**src/rtl/mul_unit_mc.sv**
```systemverilog
// Iterative radix-2 shift-add multiplier (MUL/MLA/UMULL/SMULL) for the multicycle core.
// Takes WIDTH RUN cycles plus one FIX cycle, then pulses Done with registered result and {N,Z}.
module mul_unit_mc #(
   parameter int WIDTH = 32,
   parameter int CNTW  = $clog2(WIDTH)
) (
   input  logic             clk,
   input  logic             reset,
   input  logic             Start,
   input  logic [1:0]       Mode,
   input  logic [WIDTH-1:0] SrcA,
   input  logic [WIDTH-1:0] SrcB,
   input  logic [WIDTH-1:0] SrcC,
   output logic             Busy,
   output logic             Done,
   output logic [WIDTH-1:0] ResultLo,
   output logic [WIDTH-1:0] ResultHi,
   output logic [1:0]       Flags
);

   localparam logic [1:0] MODE_MLA   = 2'b01;
   localparam logic [1:0] MODE_SMULL = 2'b11;

   typedef enum logic [1:0] {ST_IDLE, ST_RUN, ST_FIX, ST_DONE} state_t;

   state_t             state_reg, state_next;
   logic               accept;
   logic               busy_reg, done_reg;
   logic [CNTW-1:0]    count_reg;
   logic [1:0]         mode_reg;
   logic               neg_reg;
   logic [WIDTH-1:0]   mcand_reg, mplr_reg, addend_reg;
   logic [2*WIDTH-1:0] acc_reg;
   logic [WIDTH-1:0]   lo_reg, hi_reg;
   logic [1:0]         flags_reg;

   logic [WIDTH-1:0]   a_abs, b_abs, partial;
   logic [WIDTH:0]     sum;
   logic [2*WIDTH-1:0] product;
   logic [WIDTH-1:0]   fix_lo, fix_hi;
   logic               fix_n, fix_z;

   always_ff @(posedge clk or posedge reset) begin
      if (reset) begin
         state_reg <= ST_IDLE;
         busy_reg  <= 1'b0;
         done_reg  <= 1'b0;
      end else begin
         state_reg <= state_next;
         busy_reg  <= (state_next == ST_RUN) || (state_next == ST_FIX);
         done_reg  <= (state_next == ST_DONE);
      end
   end

   // Start is only looked at in IDLE and DONE; in RUN/FIX it is dropped, not queued.
   always_comb begin
      state_next = state_reg;
      accept     = 1'b0;
      case (state_reg)
         ST_IDLE: begin
            if (Start) begin
               accept     = 1'b1;
               state_next = ST_RUN;
            end
         end
         ST_RUN: begin
            if (count_reg == '0) state_next = ST_FIX;
         end
         ST_FIX: state_next = ST_DONE;
         ST_DONE: begin
            if (Start) begin
               accept     = 1'b1;
               state_next = ST_RUN;
            end else begin
               state_next = ST_IDLE;
            end
         end
         default: state_next = ST_IDLE;
      endcase
   end

   // Magnitudes for SMULL; the most negative value maps onto unsigned 2^(W-1).
   assign a_abs   = SrcA[WIDTH-1] ? -SrcA : SrcA;
   assign b_abs   = SrcB[WIDTH-1] ? -SrcB : SrcB;
   assign partial = mplr_reg[0] ? mcand_reg : '0;
   assign sum     = {1'b0, acc_reg[2*WIDTH-1:WIDTH]} + {1'b0, partial};

   assign product = neg_reg ? -acc_reg : acc_reg;
   assign fix_lo  = (mode_reg == MODE_MLA) ? (acc_reg[WIDTH-1:0] + addend_reg)
                                           : product[WIDTH-1:0];
   assign fix_hi  = mode_reg[1] ? product[2*WIDTH-1:WIDTH] : '0;
   assign fix_n   = mode_reg[1] ? fix_hi[WIDTH-1] : fix_lo[WIDTH-1];
   assign fix_z   = mode_reg[1] ? ~|{fix_hi, fix_lo} : ~|fix_lo;

   always_ff @(posedge clk or posedge reset) begin
      if (reset) begin
         count_reg  <= '0;
         mode_reg   <= '0;
         neg_reg    <= 1'b0;
         mcand_reg  <= '0;
         mplr_reg   <= '0;
         addend_reg <= '0;
         acc_reg    <= '0;
         lo_reg     <= '0;
         hi_reg     <= '0;
         flags_reg  <= '0;
      end else if (accept) begin
         mode_reg   <= Mode;
         addend_reg <= SrcC;
         acc_reg    <= '0;
         count_reg  <= CNTW'(WIDTH - 1);
         if (Mode == MODE_SMULL) begin
            mcand_reg <= a_abs;
            mplr_reg  <= b_abs;
            neg_reg   <= SrcA[WIDTH-1] ^ SrcB[WIDTH-1];
         end else begin
            mcand_reg <= SrcA;
            mplr_reg  <= SrcB;
            neg_reg   <= 1'b0;
         end
      end else if (state_reg == ST_RUN) begin
         // Carry out of the upper-half add shifts into the top bit of the accumulator.
         acc_reg   <= {sum, acc_reg[WIDTH-1:1]};
         mplr_reg  <= mplr_reg >> 1;
         count_reg <= count_reg - CNTW'(1);
      end else if (state_reg == ST_FIX) begin
         lo_reg    <= fix_lo;
         hi_reg    <= fix_hi;
         flags_reg <= {fix_n, fix_z};
      end
   end

   assign Busy     = busy_reg;
   assign Done     = done_reg;
   assign ResultLo = lo_reg;
   assign ResultHi = hi_reg;
   assign Flags    = flags_reg;

endmodule

```
**config.mk**
```make
export PLATFORM = sky130hd
export DESIGN_NAME = mul_unit_mc
export DESIGN_NICKNAME = d
export VERILOG_FILES = /design/src/rtl/mul_unit_mc.sv
export SDC_FILE = /design/constraint.sdc
export NUM_CORES = 1
export LEC_CHECK = 0
export BUFFER_PORTS_ARGS = -buffer_cell sky130_fd_sc_hd__buf_2
export CAP_MARGIN = 20
export CORE_MARGIN = 1.5
export CORE_UTILIZATION = 30
export DETAILED_ROUTE_END_ITERATION = 10
export GPL_TIMING_DRIVEN = 0
export HOLD_SLACK_MARGIN = 0.05
export PLACE_DENSITY_LB_ADDON = 0.25
export SLEW_MARGIN = 0
export SYNTH_ARGS = -nofsm -noshare
export SYNTH_HDL_FRONTEND = slang
export SYNTH_SLANG_ARGS = --single-unit
```
**constraint.sdc**
```tcl
create_clock -name clk -period 9 [get_ports clk]
set_input_delay 0 -clock clk [delete_from_list [all_inputs] [get_ports clk]]
set_output_delay 0 -clock clk [all_outputs]
set_load 0.03 [all_outputs]
```
==> run summary, run 1 <==
===============================================================================================
Final antenna-violating net count                                                             0
Type of origin of the critical path                                                        flop
GRT Residual Overflow                                                                         0
Number of buffer cells added on primary ports                                               168
Synthesis-to-layout area growth                                                           26.3%
Initial drt markers                                                                         944
Clock Power Share                                                                         21.7%
Met3 Usage GRT                                                                            2.63%
Clock tree from TritonCTS                                                                 built
Peak supply drop                                                                         161 uV
Synthesized area divided by synthesized cell count                                    8.46 um^2
Vias post-DR                                                                              15400
DP HPWL                                                                                43000 um
Reg2Reg Launch Point                                                               acc_reg[0]$_DFFE_PP0P_
Total routed wirelength                                                                55500 um
Max cap viols                                                                                 0
Total negative slack                                                                       0 ns
Vias in the first global route                                                            15300
Met1 track demand over resource                                                           25.7%
Overall track demand over capacity in global routing                                      19.7%
Cell area after synthesis                                                            16100 um^2
Total CTS buffers                                                                            28
I/O pin count                                                                               169
Number of synthesis warnings                                                                  0
Fin. max-slew vios                                                                            0
Post-synth top flop                                                                     dfrtp_1
RSZ-0062 raised after global routing                                                      false
Synthesized instance count                                                                 1906
Wire length per cell                                                                    18.7 um
Hold violation total from the final report                                                    0
First-pass GRT wire length                                                             86700 um
Worst Setup End Kind                                                                       flop
Sequential element share of the synthesized area                                          36.9%
Worst Path Required                                                                     9.51 ns
Standard-cell row count                                                                      84
Clock period minus final worst setup slack                                              5.12 ns
Clock input transition at the sequential cells of the worst setup and hold paths        0.06 ns
Net total in the final layout                                                              2424
Combinational power share                                                                 49.2%
Overall power consumption                                                               5.82 mW
Synth unique cells                                                                           66
Power per cell area                                                                 286 nW/um^2
Leakage power                                                                           9.70 nW
Number of setup buffers added after CTS                                                       0
Fraction of synthesized cell area taken by the top area cell type                         36.9%
Share of flip-flops with an asynchronous set or reset                                      100%
TritonCTS Sinks                                                                             238
GP Congestion                                                                             0.907
Post-route insts no fill                                                                   2960
Pin count of the biggest net entering global routing                                        117
Number of flip-flops under the largest register name                                         64
Arrival @ worst endpoint                                                                5.63 ns
Cts repair resizes                                                                            0
Placed insts                                                                               2765
Antenna violations before repair                                                              3
Die span in x                                                                            235 um
Hold Slack                                                                             0.171 ns
Skew-Pair Late Insertion Delay                                                          0.57 ns
Total core area                                                                      52900 um^2
Final worst clock skew                                                                0.0220 ns
Length of the first detailed-routing pass in iterations                                       5
Fmax                                                                                    195 MHz
Floorplan die height                                                                     235 um
Worst setup path startpoint                                                        acc_reg[0]$_DFFE_PP0P_
Synth area leaders                                                                 dfrtp_1 (37%), nand2_1 (7.9%), ha_1 (5.6%), o21ai_0 (5.3%), mux2i_1 (5.3%)
Highest fanout seen on the critical path                                                      7
Met2 demand-to-capacity share in global routing                                           33.7%
Setup-violating endpoint count in the final report                                            0
Worst slack, placed                                                                     3.99 ns
Number of fill cells                                                                       5471
Part of the power in registers                                                            29.1%
GRT busiest layer                                                                          met2
Post-CTS Hold Buffers                                                                       141
Initial Utilization                                                                       30.5%
CTS H-tree depth                                                                              1
Most used cells in the layout excluding fill and tap cells                         nand2_1 (338), dfrtp_1 (238), buf_2 (171), o21ai_0 (171), nor2_1 (142)
Relative slew slack                                                                       26.5%
Share of the clock period used by the worst path                                          56.9%
Number of flops mapped to enable cells by yosys                                               0
Number of remaining DRC errors                                                                0
Internal power summed over all cells                                                    3.26 mW
Library cell used as clock root buffer                                                clkbuf_16
Switching component of the power                                                        2.56 mW
Result of the run                                                                  finished, final reports clean
Commonest non-fill, non-tap cell in the layout                                          nand2_1
FF+latch count, synth                                                                       238
Die area                                                                             55200 um^2
Net count of the mapped netlist                                                            2081
Sequential cell area                                                                  5960 um^2
Via/cell ratio                                                                             5.19
Area of combinational cells with multiple inputs                                      9650 um^2
Switching power share of the total                                                        44.1%
Min-delay src                                                                           SrcC[8]
Synth area leader                                                                       dfrtp_1
Worst hold path class                                                                    in2reg
Post-route setup slack                                                                  3.88 ns
Path type of the worst setup path                                                       reg2reg
Slew at the pin with the worst max-slew slack                                           1.07 ns
Layout cells sized above 1                                                                11.4%
Bufs on Longest Clock Path                                                                    3
===============================================================================================
## through the flow
| step | area, um^2 | utilization (%) |
|---|---|---|
| floorplan | 16100 | - |
| CTS | 20400 | 38.5 |
| finish | 20400 | 38.5 |
| global route | 20400 | 38.5 |
| global placement | 17800 | 33.7 |
| detailed placement | 17900 | 33.9 |
## critical path, cell delays in order (launching register included)
cell and delay [ns]:
dfrtp_1 0.44, ha_1 0.24, fa_1 0.43, a211oi_1 0.41, o21ai_0 0.29, and3_1 0.27
o41ai_2 0.63, o21ai_0 0.23, xor2_1 0.20, a2111oi_0 0.96, nand4_1 0.23, nor4_1 0.37
nand4_1 0.23, nand2_1 0.13
## cell type report
type                    instances  area share, %
multi-input cells            1534           47.4
flip-flops and latches        238           29.2
repair buffers                313           11.4
clock buffers                  42           4.34
well taps                     688           4.23
plain buffers                 103           2.03
clock inverters                10          0.762
inverters                      31          0.608
diodes                          1         0.0123
## cell usage after synthesis, types with 11 or more instances
master    number
nand2_1      338
dfrtp_1      238
o21ai_0      171
nor2_1       142
xnor2_1       88
mux2i_1       85
a21oi_1       82
clkbuf_1      81
ha_1          72
xor2_1        72
o31ai_1       43
and2_1        38
nor3_1        36
inv_1         31
nand3_1       31
a21o_1        29
a31oi_1       25
nor4_1        24
or4_1         24
nand2b_1      21
a211oi_1      17
o41ai_1       17
buf_1         16
nand4_1       15
or3_1         15
nor2b_1       14
and3_1        13
o21a_1        13
nand3b_1      11
or2_2         11
## layer usage
layer | vias up | wire (um)
met4 | 0 | 1630
met2 | 417 | 26200
met1 | 7393 | 25000
met5 | - | 0
met3 | 85 | 2670
li1 | 7466 | -
## power by group through the flow
stage	Sequential, mW	Clock [mW]	Combinational (mW)
after floorplan	1.58	0	2.02
after global placement	1.70	0	2.74
after detailed placement	1.71	0	2.78
after CTS	1.69	1.29	2.85
after global routing	1.73	1.33	3.16
final	1.69	1.26	2.86
## final timing paths
path | endpoint | cells past startpoint | slack, ns
setup reg to reg | Flags[0]$_DFFE_PP0P_ | 13 | 3.88
setup / recovery | Flags[0]$_DFFE_PP0P_ | 13 | 3.88
hold reg to reg | ResultHi[1]$_DFFE_PP0P_ | 2 | 0.46
min in group asynchronous | mplr_reg[8]$_DFFE_PP0P_ | 4 | 0.55
hold / removal | addend_reg[8]$_DFFE_PP0P_ | 4 | 0.17
max in group asynchronous | ResultHi[17]$_DFFE_PP0P_ | 6 | 7.23
## kinds of logic (layout without fill, tap and decap cells)
group                      count (synthesis)  in the layout  synth area share [%]
AOI/OAI and AO/OA                        461            461                  18.0
muxes                                     89             89                  5.55
and+or+nand+nor                          750            750                  21.7
adders and majority gates                 74             74                  5.83
other                                      0              1                     0
buffers and inverters                    134            499                  3.28
xor gates and xnor gates                 160            160                  8.69
DFF                                      238            238                  36.9
No activity file was read; power rests on OpenSTA's default activity.
==> inputs of run 2 (changes only) <==
ABC_AREA = 1   (was default)
clock period = 4.32 ns   (was 9 ns; I/O delays follow)
==> run summary, run 2 <==
===============================================================================================
Number of setup buffers added after CTS                                                       0
Total core area                                                                      58800 um^2
Total placed instance area                                                           19800 um^2
Synth area leader                                                                       dfrtp_1
Vias in the first global route                                                            18700
Most used cells in the layout excluding fill and tap cells                         nand2_1 (905), inv_1 (360), nor2_1 (274)
Total routed wirelength                                                                67400 um
Most prevalent standard cell on the critical path                                         inv_1
Net total in the final layout                                                              3317
RSZ-0062 raised after global routing                                                      false
Hold violation total from the final report                                                    0
I/O pin count                                                                               169
Synthesized area divided by synthesized cell count                                    6.44 um^2
Vias post-DR                                                                              19200
Slew at the pin with the worst max-slew slack                                          0.940 ns
Compound-Gate Fraction of Synth Area                                                      13.8%
Synthesized instance count                                                                 2762
Initial drt markers                                                                        1126
Synthesized-area fraction occupied by adder cells                                         5.29%
Worst Hold Depth                                                                              4
Pin count of the biggest net entering global routing                                         42
Share of flip-flops with an asynchronous set or reset                                      100%
Clock period minus final worst setup slack                                              3.51 ns
Clock tree from TritonCTS                                                                 built
Fin. max-slew vios                                                                            0
Worst Path Required                                                                     4.86 ns
Wire length per cell                                                                    17.1 um
TritonCTS Sinks                                                                             238
Most numerous cell in the Yosys netlist                                                 nand2_1
Length of the first detailed-routing pass in iterations                                       6
Fmax                                                                                    285 MHz
Ant diodes                                                                                    0
Reg2Reg Launch Point                                                               state_reg[0]$_DFF_PP0_
Commonest cells in the netlist                                                     nand2_1 (905), inv_1 (361), nor2_1 (274)
Overall track demand over capacity in global routing                                      22.1%
Synth area leaders                                                                 dfrtp_1 (33%), nand2_1 (19%), inv_1 (7.6%), nand3_1 (6.8%), nor2_1 (5.8%)
Setup-violating endpoint count in the final report                                            0
Fin area                                                                             22500 um^2
Die span in x                                                                            246 um
Via/cell ratio                                                                             4.87
Leakage power                                                                           11.9 nW
First-pass GRT wire length                                                            104000 um
Synth unique cells                                                                           52
Worst hold path class                                                                    in2reg
Share of the clock period used by the worst path                                          81.2%
Multiplexer fraction of the synthesized cell area                                            0%
Result of the run                                                                  finished, final reports clean
Number of flip-flops under the largest register name                                         64
Final antenna-violating net count                                                             0
Fraction of synthesized cell area taken by the top area cell type                         33.5%
Antenna violations before repair                                                              0
Standard-cell row count                                                                      89
Xor-xnor portion of the synthesized cell area                                             1.23%
Min-delay src                                                                          SrcC[31]
Crit-path max cell delay                                                                0.65 ns
Relative slew slack                                                                       37.3%
Cell area after synthesis                                                            17800 um^2
Cts repair resizes                                                                            0
FF+latch count, synth                                                                       238
Number of flops mapped to enable cells by yosys                                               0
Final worst clock skew                                                                0.0211 ns
Number of remaining DRC errors                                                                0
Post-route insts no fill                                                                   3936
CP max stage cell                                                                        nor2_1
Peak supply drop                                                                         327 uV
Number of buffer cells added on primary ports                                               168
Worst reg2reg path depth                                                                     11
Floorplan die height                                                                     246 um
Highest fanout seen on the critical path                                                     10
Initial Utilization                                                                       30.2%
Synthesis-to-layout area growth                                                           26.6%
Total negative slack                                                                       0 ns
Type of origin of the critical path                                                        flop
Post-synth top flop                                                                     dfrtp_1
Commonest non-fill, non-tap cell in the layout                                          nand2_1
Worst min-delay path endpoint                                                      addend_reg[31]$_DFFE_PP0P_
Die area                                                                             60800 um^2
Post-CTS Hold Buffers                                                                       171
CTS H-tree depth                                                                              1
Arrival @ worst endpoint                                                                4.04 ns
Worst Setup End Kind                                                                       flop
Capture point of the worst reg-to-reg path                                         mplr_reg[30]$_DFFE_PP0P_
DP HPWL                                                                                54200 um
Sequential element share of the synthesized area                                          33.5%
Path type of the worst setup path                                                       reg2reg
GP Congestion                                                                             0.974
Clock input transition at the sequential cells of the worst setup and hold paths        0.07 ns
Total CTS buffers                                                                            30
Number of synthesis warnings                                                                  0
Reg2reg setup slack                                                                     0.81 ns
Skew-Pair Late Insertion Delay                                                          0.60 ns
Placed insts                                                                               3712
Layout cells sized above 1                                                                9.67%
Simple-gate portion of the synthesized area                                               36.6%
Library cell used as clock root buffer                                                clkbuf_16
GRT Residual Overflow                                                                         0
Net count of the mapped netlist                                                            2937
Max cap viols                                                                                 0
Power per cell area                                                                 605 nW/um^2
Bufs on Longest Clock Path                                                                    3
Main combinational cell family by area after synthesis                             simple AND/OR/NAND/NOR gates
Worst path cell trace                                                              inv_1, ha_1, inv_1, nand2_1, clkinv_1, nor2_1, inv_2, clkbuf_1, o22ai_1, o21bai_1, dlygate4sd3_1
===============================================================================================
run 2: changes by cell type after synthesis, moves of 24 or more:
| cell | previous run | this run |
|---|---|---|
| xnor2_1 | 88 | 9 |
| a21o_1 | 29 | 5 |
| clkbuf_1 | 81 | 56 |
| and2_1 | 38 | 1 |
| nand2_1 | 338 | 905 |
| nor2_1 | 142 | 274 |
| xor2_1 | 72 | 16 |
| mux2i_1 | 85 | 0 |
| o31ai_1 | 43 | 5 |
| nand3_1 | 31 | 240 |
| nor3_1 | 36 | 12 |
| o22ai_1 | 7 | 47 |
| inv_1 | 31 | 361 |
| or4_1 | 24 | 0 |
run 2: kinds of logic after synthesis:
group                    Yosys count
AO/OA/AOI/OAI                    433
XOR/XNOR                          25
adder cells (fa/ha/maj)           74
buffers and inverters            451
flip-flops                       238
AND/OR/NAND/NOR                 1541
run 2: area by class of cell:
cell class | count | area [um^2]
fillers | 6553 | 36300
multi-input cells | 2073 | 10100
flip-flops and latches | 238 | 5960
repair buffers | 348 | 2720
inverters | 371 | 1400
well taps | 773 | 967
clock buffers | 39 | 835
plain buffers | 80 | 325
clock inverters | 14 | 198
run 2: how the worst max path moves through the flow:
| stage | end | from | depth (start not counted) | slack [ns] |
|---|---|---|---|---|
| final | mplr_reg[30]$_DFFE_PP0P_ | state_reg[0]$_DFF_PP0_ | 11 | 0.81 |
| after global routing | mplr_reg[30]$_DFFE_PP0P_ | state_reg[1]$_DFF_PP0_ | 11 | 0.60 |
| after CTS | mplr_reg[30]$_DFFE_PP0P_ | state_reg[1]$_DFF_PP0_ | 11 | 0.81 |
| after detailed placement | Flags[0]$_DFFE_PP0P_ | state_reg[1]$_DFF_PP0_ | 17 | 0.90 |
| after global placement | ResultHi[2]$_DFFE_PP0P_ | reset | 2 | -0.54 |
| after floorplan | Busy$_DFF_PP0_ | reset | 1 | 1.20 |
run 2: metal layers:
layer | GRT usage [%] | wire, um | part of all wire, % | vias to the layer above
met3 | 2.85 | 3170 | 4.7 | 107
met1 | 29.1 | 30500 | 45 | 8837
li1 | - | - | - | 9729
met2 | 37.1 | 31400 | 47 | 490
met4 | 7.34 | 2310 | 3.4 | 0
met5 | 0 | 0 | 0 | -
run 2: power breakdown:
part           leakage (nW)  internal (mW)  switching [mW]
Combinational          8.27           2.32            5.05
Sequential             3.10           3.04           0.581
Clock                 0.510           1.59            1.05
run 2: through the flow:
step | setup WS [ns] | power (mW) | util, % | hold WS (ns)
finish | 0.814 | 13.6 | 38.3 | 0.140
CTS | 0.814 | 13.7 | 38.3 | 0.103
global route | 0.603 | 14.7 | 38.3 | 0.137
detailed placement | 0.904 | 10.7 | 33.6 | -0.0656
floorplan | 1.20 | 8.23 | - | 0.110
global placement | -0.545 | 10.6 | 33.3 | 0.199
run 2: worst max-delay path, delay by kind of cell, from the launching register on:
family,cells,cell delay [ns]
DFF,1,0.40
buffers and inverters,6,1.49
adders and majority gates,1,0.28
AOI/OAI and AO/OA,2,0.36
and+or+nand+nor,2,0.90
==> inputs of run 3 (changes only) <==
clock period = 3.3 ns   (was 4.32 ns; I/O delays follow)
==> run summary, run 3 (synthesis results as in run 2) <==
===============================================================================================
Most prevalent standard cell on the critical path                                       nand3_1
Antenna violations before repair                                                              0
Arrival @ worst endpoint                                                                3.61 ns
Final worst clock skew                                                                0.0240 ns
Length of the first detailed-routing pass in iterations                                       5
Power per cell area                                                                 789 nW/um^2
Clock Power Share                                                                         19.5%
Total routed wirelength                                                                67100 um
Clock input transition at the sequential cells of the worst setup and hold paths        0.06 ns
GP Congestion                                                                             0.974
Number of buffer cells added on primary ports                                               168
Library cell used as clock root buffer                                                clkbuf_16
Clock tree from TritonCTS                                                                 built
Total CTS buffers                                                                            30
Capture point of the worst reg-to-reg path                                         Flags[0]$_DFFE_PP0P_
Ant diodes                                                                                    0
Hold violation total from the final report                                                    0
Part of the power in registers                                                            26.9%
RSZ-0062 raised after global routing                                                      false
Setup-violating endpoint count in the final report                                            0
Highest fanout seen on the critical path                                                      5
Layout cells sized above 1                                                                9.81%
Number of setup buffers added after CTS                                                       0
CP max stage cell                                                                       dfrtp_1
Overall power consumption                                                               17.7 mW
Final antenna-violating net count                                                             0
Worst path cell trace                                                              ha_1, nand2_1, nor2_1, nand3_1, nand3_1, nand2_1, nand3_1, nand2_1, nand3_1, o21ai_0, inv_1, nand2_1, nor2_1, nand3_1, o21bai_2
Clock period minus final worst setup slack                                              3.09 ns
Worst min-delay path endpoint                                                      addend_reg[2]$_DFFE_PP0P_
CTS H-tree depth                                                                              1
Fmax                                                                                    323 MHz
Utilization of the core after routing                                                     38.1%
Vias post-DR                                                                              19100
Type of origin of the critical path                                                        flop
Max cap viols                                                                                 0
Wire length per cell                                                                    17.1 um
Share of the clock period used by the worst path                                          93.7%
Min-delay src                                                                           SrcC[2]
Path type of the worst setup path                                                       reg2reg
Overall track demand over capacity in global routing                                      22.0%
Number of flip-flops under the largest register name                                         64
Leakage power                                                                           11.8 nW
Sequential cell area                                                                  5960 um^2
Switching power share of the total                                                        49.3%
Crit-path max cell delay                                                                0.47 ns
Number of remaining DRC errors                                                                0
TritonCTS Sinks                                                                             238
Total core area                                                                      58800 um^2
Internal power summed over all cells                                                    8.97 mW
Slew at the pin with the worst max-slew slack                                          0.909 ns
Synthesis-to-layout area growth                                                           26.0%
Worst reg2reg path depth                                                                     15
Fin. max-slew vios                                                                            0
Worst Hold Depth                                                                              4
Reg2reg setup slack                                                                     0.21 ns
Commonest non-fill, non-tap cell in the layout                                          nand2_1
Result of the run                                                                  finished, final reports clean
Via/cell ratio                                                                             4.87
Initial Utilization                                                                       30.2%
Reg2Reg Launch Point                                                               acc_reg[9]$_DFFE_PP0P_
Area of combinational cells with multiple inputs                                     10100 um^2
Worst Setup End Kind                                                                       flop
Worst hold path class                                                                    in2reg
Switching component of the power                                                        8.72 mW
GRT Residual Overflow                                                                         0
Combinational power share                                                                 53.5%
Pin count of the biggest net entering global routing                                         42
Standard-cell row count                                                                      89
Die span in x                                                                            246 um
Bufs on Longest Clock Path                                                                    3
Most used cells in the layout excluding fill and tap cells                         nand2_1 (904), inv_1 (360), nor2_1 (273)
Skew-Pair Late Insertion Delay                                                          0.60 ns
Die area                                                                             60800 um^2
Initial drt markers                                                                        1123
DP HPWL                                                                                54200 um
I/O pin count                                                                               169
Worst Path Required                                                                     3.81 ns
Number of fill cells                                                                       6557
Hold Slack                                                                             0.138 ns
Net total in the final layout                                                              3305
Floorplan die height                                                                     246 um
First-pass GRT wire length                                                            104000 um
Peak supply drop                                                                         428 uV
Vias in the first global route                                                            18600
Relative slew slack                                                                       39.4%
===============================================================================================
## run 3: cell types whose count changed in the layout (fill, tap and decap cells not counted)
cell           previous run  this run
nand2_1                 905       904
clkbuf_1                 60        58
nor2_4                    3         4
nand2_2                  12        13
nor2_1                  274       273
clkbuf_2                  0         1
dlygate4sd3_1           171       160
## run 3: through the flow
stage / cells / area, um^2 / setup TNS (ns) / setup WS, ns
finish: 3924 / 22400 / 0 / 0.206
detailed placement: 3712 / 19800 / -0.116 / -0.116
floorplan: 2762 / 17800 / 0 / 0.180
CTS: 3925 / 22400 / 0 / 0.00218
global route: 3924 / 22400 / 0 / 0.0185
global placement: 3703 / 19600 / -365.62 / -1.56
## run 3: per-layer routing
layer | track usage [%] | routed length [um] | share of wire (%) | vias up
met5 | 0 | 0 | 0 | -
met4 | 7.26 | 2360 | 3.5 | 0
met3 | 2.85 | 3240 | 4.8 | 108
met2 | 37.0 | 31100 | 46 | 503
met1 | 29.1 | 30400 | 45 | 8812
li1 | - | - | - | 9691
## run 3: what timing repair did
item                                   CTS  global route
setup endpoints to repair                1            15
endpoints found under the hold margin  263             0
hold buffers                           160             0
gates cloned                             0             0
gates resized for setup                  1             4
## run 3: how the worst max path moves through the flow
stage / start / end
after detailed placement: state_reg[1]$_DFF_PP0_ / Flags[0]$_DFFE_PP0P_
after CTS: state_reg[1]$_DFF_PP0_ / Flags[0]$_DFFE_PP0P_
final: acc_reg[9]$_DFFE_PP0P_ / Flags[0]$_DFFE_PP0P_
after floorplan: reset / Busy$_DFF_PP0_
after global routing: SrcA[0] / mcand_reg[30]$_DFFE_PP0P_
after global placement: reset / ResultHi[2]$_DFFE_PP0P_
## run 3: cell type report
| cell class | instances | share of cell area (%) |
|---|---|---|
| Buffer | 79 | 1.44 |
| Clock buffer | 39 | 3.72 |
| Clock inverter | 14 | 0.882 |
| Inverter | 371 | 6.23 |
| Multi-Input combinational cell | 2073 | 45.2 |
| Sequential cell | 238 | 26.6 |
| Tap cell | 773 | 4.32 |
| Timing Repair Buffer | 337 | 11.7 |
## run 3: power groups by stage
stage / sequential (mW) / clock (mW) / combinational (mW)
6_report: 4.76 / 3.46 / 9.47
5_1_grt: 4.87 / 3.66 / 10.6
4_1_cts: 4.74 / 3.54 / 9.49
3_5_place_dp: 4.78 / 0 / 9.22
3_3_place_gp: 4.78 / 0 / 9.13
2_1_floorplan: 5.12 / 0 / 5.64
## run 3: critical path, delay by kind of cell, from the launching register on
| kind | cells | cell delay (ns) |
|---|---|---|
| AND/OR/NAND/NOR | 11 | 1.73 |
| flip-flops | 1 | 0.47 |
| adder cells (fa/ha/maj) | 1 | 0.40 |
| AO/OA/AOI/OAI | 2 | 0.26 |
| buffers and inverters | 1 | 0.14 |
